==> src/rtl/vga_game_pkg.sv <==
// Shared types and default sprite geometry for the VGA game peripheral.
package vga_game_pkg;

  localparam int unsigned COORD_W_DEF    = 12;
  localparam int unsigned STEP_DEF       = 2;
  localparam int unsigned MISSILE_W_DEF  = 2;
  localparam int unsigned MISSILE_H_DEF  = 4;
  localparam int unsigned COL_OFFSET_DEF = 15;

  typedef logic [COORD_W_DEF-1:0] coord_t;

  typedef enum logic {
    SLOT_IDLE   = 1'b0,
    SLOT_FLYING = 1'b1
  } slot_state_e;

endpackage

==> src/rtl/missile_slot.sv <==
// One missile slot: IDLE/FLYING state, position registers, motion and pixel hit test.
module missile_slot
  import vga_game_pkg::*;
#(
  parameter int unsigned COORD_W   = COORD_W_DEF,
  parameter int unsigned STEP      = STEP_DEF,
  parameter int unsigned MISSILE_W = MISSILE_W_DEF,
  parameter int unsigned MISSILE_H = MISSILE_H_DEF
) (
  input  logic               clk,
  input  logic               rst,
  input  logic               launch,
  input  logic [COORD_W-1:0] spawn_row,
  input  logic [COORD_W-1:0] spawn_col,
  input  logic               tick,
  input  logic               hit,
  input  logic [COORD_W-1:0] pixel_row,
  input  logic [COORD_W-1:0] pixel_column,
  output logic [COORD_W-1:0] row,
  output logic [COORD_W-1:0] col,
  output logic               flying,
  output logic               active
);

  localparam int unsigned CW1 = COORD_W + 1;

  slot_state_e        r_state;
  slot_state_e        w_next_state;
  logic [COORD_W-1:0] r_row;
  logic [COORD_W-1:0] r_col;
  logic               w_at_top;
  logic               w_step;
  logic [CW1-1:0]     w_row_x;
  logic [CW1-1:0]     w_col_x;
  logic [CW1-1:0]     w_prow_x;
  logic [CW1-1:0]     w_pcol_x;

  // A row below STEP cannot move up another step without underflowing, so it retires.
  assign w_at_top = tick & (r_row < COORD_W'(STEP));
  assign w_step   = (r_state == SLOT_FLYING) & ~hit & tick & ~w_at_top;

  // State register.
  always_ff @(posedge clk) begin
    if (rst) r_state <= SLOT_IDLE;
    else     r_state <= w_next_state;
  end

  // Next-state: hit outranks tick retirement; idle slots only react to launch.
  always_comb begin
    w_next_state = r_state;
    case (r_state)
      SLOT_IDLE:   if (launch) w_next_state = SLOT_FLYING;
      SLOT_FLYING: if (hit || w_at_top) w_next_state = SLOT_IDLE;
      default:     w_next_state = SLOT_IDLE;
    endcase
  end

  // Position registers: load on launch, step up on tick, otherwise hold.
  always_ff @(posedge clk) begin
    if (rst) begin
      r_row <= '0;
      r_col <= '0;
    end else if ((r_state == SLOT_IDLE) && launch) begin
      r_row <= spawn_row;
      r_col <= spawn_col;
    end else if (w_step) begin
      r_row <= r_row - COORD_W'(STEP);
    end
  end

  // Outputs: state decode and pixel coverage, widened by one bit so row+H cannot wrap.
  always_comb begin
    w_row_x  = {1'b0, r_row};
    w_col_x  = {1'b0, r_col};
    w_prow_x = {1'b0, pixel_row};
    w_pcol_x = {1'b0, pixel_column};
    flying   = (r_state == SLOT_FLYING);
    active   = flying
             & (w_row_x <= w_prow_x) & (w_prow_x < w_row_x + CW1'(MISSILE_H))
             & (w_col_x <= w_pcol_x) & (w_pcol_x < w_col_x + CW1'(MISSILE_W));
  end

  assign row = r_row;
  assign col = r_col;

endmodule

==> src/rtl/player_missile_pool.sv <==
// Pool of player missiles: fire edge detect, cooldown, motion tick, slot allocation and outputs.
module player_missile_pool
  import vga_game_pkg::*;
#(
  parameter int unsigned NUM_MISSILES   = 8,
  parameter int unsigned COORD_W        = COORD_W_DEF,
  parameter int unsigned TICK_DIV       = 250000,
  parameter int unsigned STEP           = STEP_DEF,
  parameter int unsigned MISSILE_W      = MISSILE_W_DEF,
  parameter int unsigned MISSILE_H      = MISSILE_H_DEF,
  parameter int unsigned COL_OFFSET     = COL_OFFSET_DEF,
  parameter int unsigned COOLDOWN_TICKS = 4
) (
  input  logic                                  clk,
  input  logic                                  rst,
  input  logic [COORD_W-1:0]                    pixel_row,
  input  logic [COORD_W-1:0]                    pixel_column,
  input  logic [COORD_W-1:0]                    player_row,
  input  logic [COORD_W-1:0]                    player_col,
  input  logic                                  fire_btn,
  input  logic [NUM_MISSILES-1:0]               hit,
  output logic [NUM_MISSILES-1:0]               missile_active,
  output logic [3:0]                            missile_output,
  output logic [NUM_MISSILES*COORD_W-1:0]       missile_rows,
  output logic [NUM_MISSILES*COORD_W-1:0]       missile_cols,
  output logic [NUM_MISSILES-1:0]               flying,
  output logic                                  fire_dropped,
  output logic [$clog2(NUM_MISSILES+1)-1:0]     active_count
);

  localparam int unsigned TW    = $clog2(TICK_DIV);
  localparam int unsigned CD_W  = (COOLDOWN_TICKS == 0) ? 1 : $clog2(COOLDOWN_TICKS + 1);
  localparam int unsigned CNT_W = $clog2(NUM_MISSILES + 1);

  logic [TW-1:0]           r_tick_cnt;
  logic [CD_W-1:0]         r_cooldown;
  logic                    r_fire_q;
  logic                    r_fire_dropped;
  logic                    w_tick;
  logic                    w_fire_edge;
  logic                    w_launch_ok;
  logic                    w_found;
  logic [NUM_MISSILES-1:0] w_sel;
  logic [COORD_W-1:0]      w_spawn_col;

  assign w_tick      = (r_tick_cnt == TW'(TICK_DIV - 1));
  assign w_fire_edge = fire_btn & ~r_fire_q;
  assign w_launch_ok = w_fire_edge & (r_cooldown == '0) & ~(&flying);
  assign w_spawn_col = player_col + COORD_W'(COL_OFFSET);

  // Motion tick divider.
  always_ff @(posedge clk) begin
    if (rst)         r_tick_cnt <= '0;
    else if (w_tick) r_tick_cnt <= '0;
    else             r_tick_cnt <= r_tick_cnt + TW'(1);
  end

  // Fire button history and rejected-edge pulse.
  always_ff @(posedge clk) begin
    if (rst) begin
      r_fire_q       <= 1'b0;
      r_fire_dropped <= 1'b0;
    end else begin
      r_fire_q       <= fire_btn;
      r_fire_dropped <= w_fire_edge & ~w_launch_ok;
    end
  end

  // Launch cooldown, counted in motion ticks.
  always_ff @(posedge clk) begin
    if (rst)                               r_cooldown <= '0;
    else if (w_launch_ok)                  r_cooldown <= CD_W'(COOLDOWN_TICKS);
    else if (w_tick && r_cooldown != '0)   r_cooldown <= r_cooldown - CD_W'(1);
  end

  // Lowest-index idle slot, judged on the pre-edge state.
  always_comb begin
    w_sel   = '0;
    w_found = 1'b0;
    for (int i = 0; i < NUM_MISSILES; i++) begin
      if (!flying[i] && !w_found) begin
        w_sel[i] = 1'b1;
        w_found  = 1'b1;
      end
    end
  end

  for (genvar g = 0; g < NUM_MISSILES; g++) begin : g_slot
    missile_slot #(
      .COORD_W   (COORD_W),
      .STEP      (STEP),
      .MISSILE_W (MISSILE_W),
      .MISSILE_H (MISSILE_H)
    ) u_slot (
      .clk          (clk),
      .rst          (rst),
      .launch       (w_launch_ok & w_sel[g]),
      .spawn_row    (player_row),
      .spawn_col    (w_spawn_col),
      .tick         (w_tick),
      .hit          (hit[g]),
      .pixel_row    (pixel_row),
      .pixel_column (pixel_column),
      .row          (missile_rows[g*COORD_W +: COORD_W]),
      .col          (missile_cols[g*COORD_W +: COORD_W]),
      .flying       (flying[g]),
      .active       (missile_active[g])
    );
  end

  // Flying-slot population count.
  always_comb begin
    active_count = '0;
    for (int i = 0; i < NUM_MISSILES; i++) begin
      active_count = active_count + CNT_W'(flying[i]);
    end
  end

  assign missile_output = (|missile_active) ? 4'hF : 4'h0;
  assign fire_dropped   = r_fire_dropped;

endmodule
==> config.mk <==
export PLATFORM = sky130hd
export DESIGN_NAME = player_missile_pool
export DESIGN_NICKNAME = d
export VERILOG_FILES = /design/src/rtl/vga_game_pkg.sv /design/src/rtl/missile_slot.sv /design/src/rtl/player_missile_pool.sv
export SDC_FILE = /design/constraint.sdc
export NUM_CORES = 1
export LEC_CHECK = 0
export CORE_MARGIN = 2
export CORE_UTILIZATION = 62
export DETAILED_ROUTE_END_ITERATION = 6
export HOLD_SLACK_MARGIN = 0.06
export PLACE_DENSITY = 0.93
export SETUP_SLACK_MARGIN = 0.1
export SLEW_MARGIN = 15
export SYNTH_ARGS = -nofsm -noshare
export SYNTH_HDL_FRONTEND = slang
export SYNTH_SLANG_ARGS = --single-unit
==> constraint.sdc <==
create_clock -name clk -period 8.6 [get_ports clk]
set_input_delay 1.29 -clock clk [delete_from_list [all_inputs] [get_ports clk]]
set_output_delay 1.29 -clock clk [all_outputs]
set_load 0.02 [all_outputs]
==> results.sh <==
export IMPL_p_per_area_nw_per_um2=110
export IMPL_chipHeight_um=189
export IMPL_numCtsBuffers=26
export IMPL_synth_seq_cells=223
export IMPL_cts_num_sinks=223
export IMPL_cts_setup_buffers=0
export IMPL_synth_adder_area_share_pct=26.0
export IMPL_maxSlewHeadroom_pct=16.3
export IMPL_vias=22000
export IMPL_syn_nets=3104
export IMPL_tightest_slew_ps=1250
export IMPL_dieArea_um2=35700
export IMPL_fin_crit_sh_pct=83.7
export IMPL_antenna_found_initial=0
export IMPL_ys_flop_type="dfxtp_1"
export IMPL_synth_area_leaders="ha_1 26%, dfxtp_1 21%, a211oi_1 5.2%"
export IMPL_maxCapViolations=0
export IMPL_regArea_um2=4460
export IMPL_cts_tree="done"
export IMPL_synth_top_family_by_area="adder cells"
export IMPL_cts_max_level=1
export IMPL_clk_path_buf_depth=3
export IMPL_synth_xor_area_share_pct=8.14
export IMPL_fin_setup_tns_ps=0
export IMPL_route_detailed_drc=0
export IMPL_grt_pass1_wl_um=119000
export IMPL_synth_edf_count=0
export IMPL_drive_gt1_share_pct=3.79
export IMPL_wl_um=78000
export IMPL_grt_util_all_layers_pct=42.5
export IMPL_finalCriticalPeriod_ps=7200
export IMPL_nFillCells=2446
export IMPL_num_io_pins=276
export IMPL_grt_max_degree=118
export IMPL_core_um2=33600
export IMPL_wl_per_cell_um=23.9
export IMPL_gp_congestion=1.02
export IMPL_start_util_pct=63.1
export IMPL_port_buffers=275
export IMPL_area_delta_synth_final_pct=18.1
export IMPL_drt_iter0_markers=2472
export IMPL_finalHoldViolations=0
export IMPL_final_setup_skew_ps=13.5
export IMPL_grt_overflow_total=0
export IMPL_critPathKind="in2out"
export IMPL_yosysSeqAreaShare_pct=21.1
export IMPL_yosys_area_share_simple_pct=20.3
export IMPL_crit_path_max_fanout=9
export IMPL_synth_top_area_share_pct=25.6
export IMPL_p_leak_nw=10.1
export IMPL_synth_avg_cell_area_um2=8.13
export IMPL_setup_ws_ps=1400
export IMPL_clk_pin_slew_ps=60
export IMPL_dr_pass1_iters=7
export IMPL_dpl_worst_slack_ps=1570
export IMPL_multi_input_area_um2=15700
export IMPL_vias_per_cell=6.74
export IMPL_endpoint_kind="primary output"
export IMPL_muxShareOfSynthArea_pct=0.248
export IMPL_async_flop_share_pct=0
export IMPL_yosys_top_cells_count="434 x ha_1, 293 x nor2_1, 223 x dfxtp_1, 184 x a21oi_1, 147 x a211oi_1"
export IMPL_nNetsFinal=3299
export IMPL_cp_arrival_ps=5910
export IMPL_first_global_vias=21200
export IMPL_synth_compound_area_share_pct=19.3
export IMPL_status="completed"
export IMPL_setup_violations=0
export IMPL_fmax_mhz=139
export IMPL_ir_drop_mv=0.175
export IMPL_ant_nets=0
export IMPL_yosysWarnings=0
export IMPL_drv_slew=0
export IMPL_cts_hold_buf=0
export IMPL_dp_hpwl_um=57400
export IMPL_synth_most_common_cell="ha_1"
export IMPL_rows=67
export IMPL_die_x_um=189
export IMPL_synth_top_cell_by_area="ha_1"
export IMPL_clock_latency_ps=560
export IMPL_synth_area_um2=21200
export IMPL_required_ps=7310
export IMPL_yosys_cell_types_count=73
export IMPL_fin_util_pct=74.5
export IMPL_cts_resized=0
export IMPL_crit_path_start_kind="input port"
export IMPL_worstHoldPathType="reg2reg"
export IMPL_antennaDiodeCount=0
export IMPL_synthCells=2607
export IMPL_grt_setup_unrepaired="no"
export IMPL_root_buffer="clkbuf_16"
export IMPL_power_w=0.00277
[power by group]
group	internal [W]	switching (W)	total, W
logic	0.000200	0.000321	0.000520
registers	0.00105	0.0000470	0.00110
clock network	0.000667	0.000481	0.00115
[stage by stage]
step           hold WS, ps  area [µm²]  cells
3_5_place_dp           435       24200   3222
2_1_floorplan          390       21200   2607
6_report               454       25000   3268
4_1_cts                452       25000   3268
5_1_grt                478       25000   3268
3_3_place_gp           429       24200   3222
[logic make-up (layout without fill, tap and decap cells)]
group / count (synthesis) / in the layout
XOR/XNOR: 197 / 197
multiplexers: 5 / 5
adder cells (fa/ha/maj): 438 / 438
AO/OA/AOI/OAI: 608 / 608
AND/OR/NAND/NOR: 874 / 874
flip-flops: 223 / 223
buffers and inverters: 262 / 475
[worst paths after layout]
path | startpoint | end | slack [ps] | depth (start not counted)
worst max-delay path | pixel_column[1] | missile_output[3] | 1400 | 12
worst min-delay path | r_tick_cnt[0] | r_tick_cnt[0] | 450 | 1
worst max register to register | g_slot[3].u_slot.row[3] | g_slot[3].u_slot.row[10] | 5000 | 10
worst min register to register | r_tick_cnt[0] | r_tick_cnt[0] | 450 | 1
[layout make-up]
cell class                 instances  share of cell area, %
inverter                         120                   1.80
tap                              448                   2.24
clock inverter                    13                  0.669
timing repair buffer             309                   12.0
clock buffer                      33                   2.78
multi-input combinational       2122                   62.7
sequential                       223                   17.8
[layout by cell type, fill, tap and decap left out, types with 47 or more instances in the layout]
cell,count
ha_1,434
xnor2_1,90
nand2_1,125
dfxtp_1,223
nor3_1,50
nand3_1,146
clkdlybuf4s50_1,274
inv_1,120
nor2_1,293
and3_1,47
a21oi_1,184
nand4_1,76
o21ai_0,59
xor2_1,107
a211oi_1,147
[critical path, stage by stage]
cell	delay, ps
clkdlybuf4s50_1	870
inv_1	440
ha_1	440
nor2_1	130
o21a_1	120
o21ai_0	70
a2111oi_0	400
o21ai_0	210
o2111a_1	180
or4_1	520
or4_1	640
clkdlybuf4s50_1	610
[metal layers]
layer	routed length, µm	global-route usage [%]	vias to the layer above
met5	0	0	-
met1	29900	54.9	10200
met3	10200	10.2	376
met2	32400	63.9	1467
li1	-	-	9940
met4	5460	26.1	0
[state kept, by name (all words and copies together), names as in the netlist]
name,cells
r_cooldown,3
g_slot.u_slot.row,96
fire_dropped,1
g_slot.u_slot.col,96
r_fire_q,1
r_tick_cnt,18
g_slot.u_slot.flying,8
(Power assumes the default switching activity.)
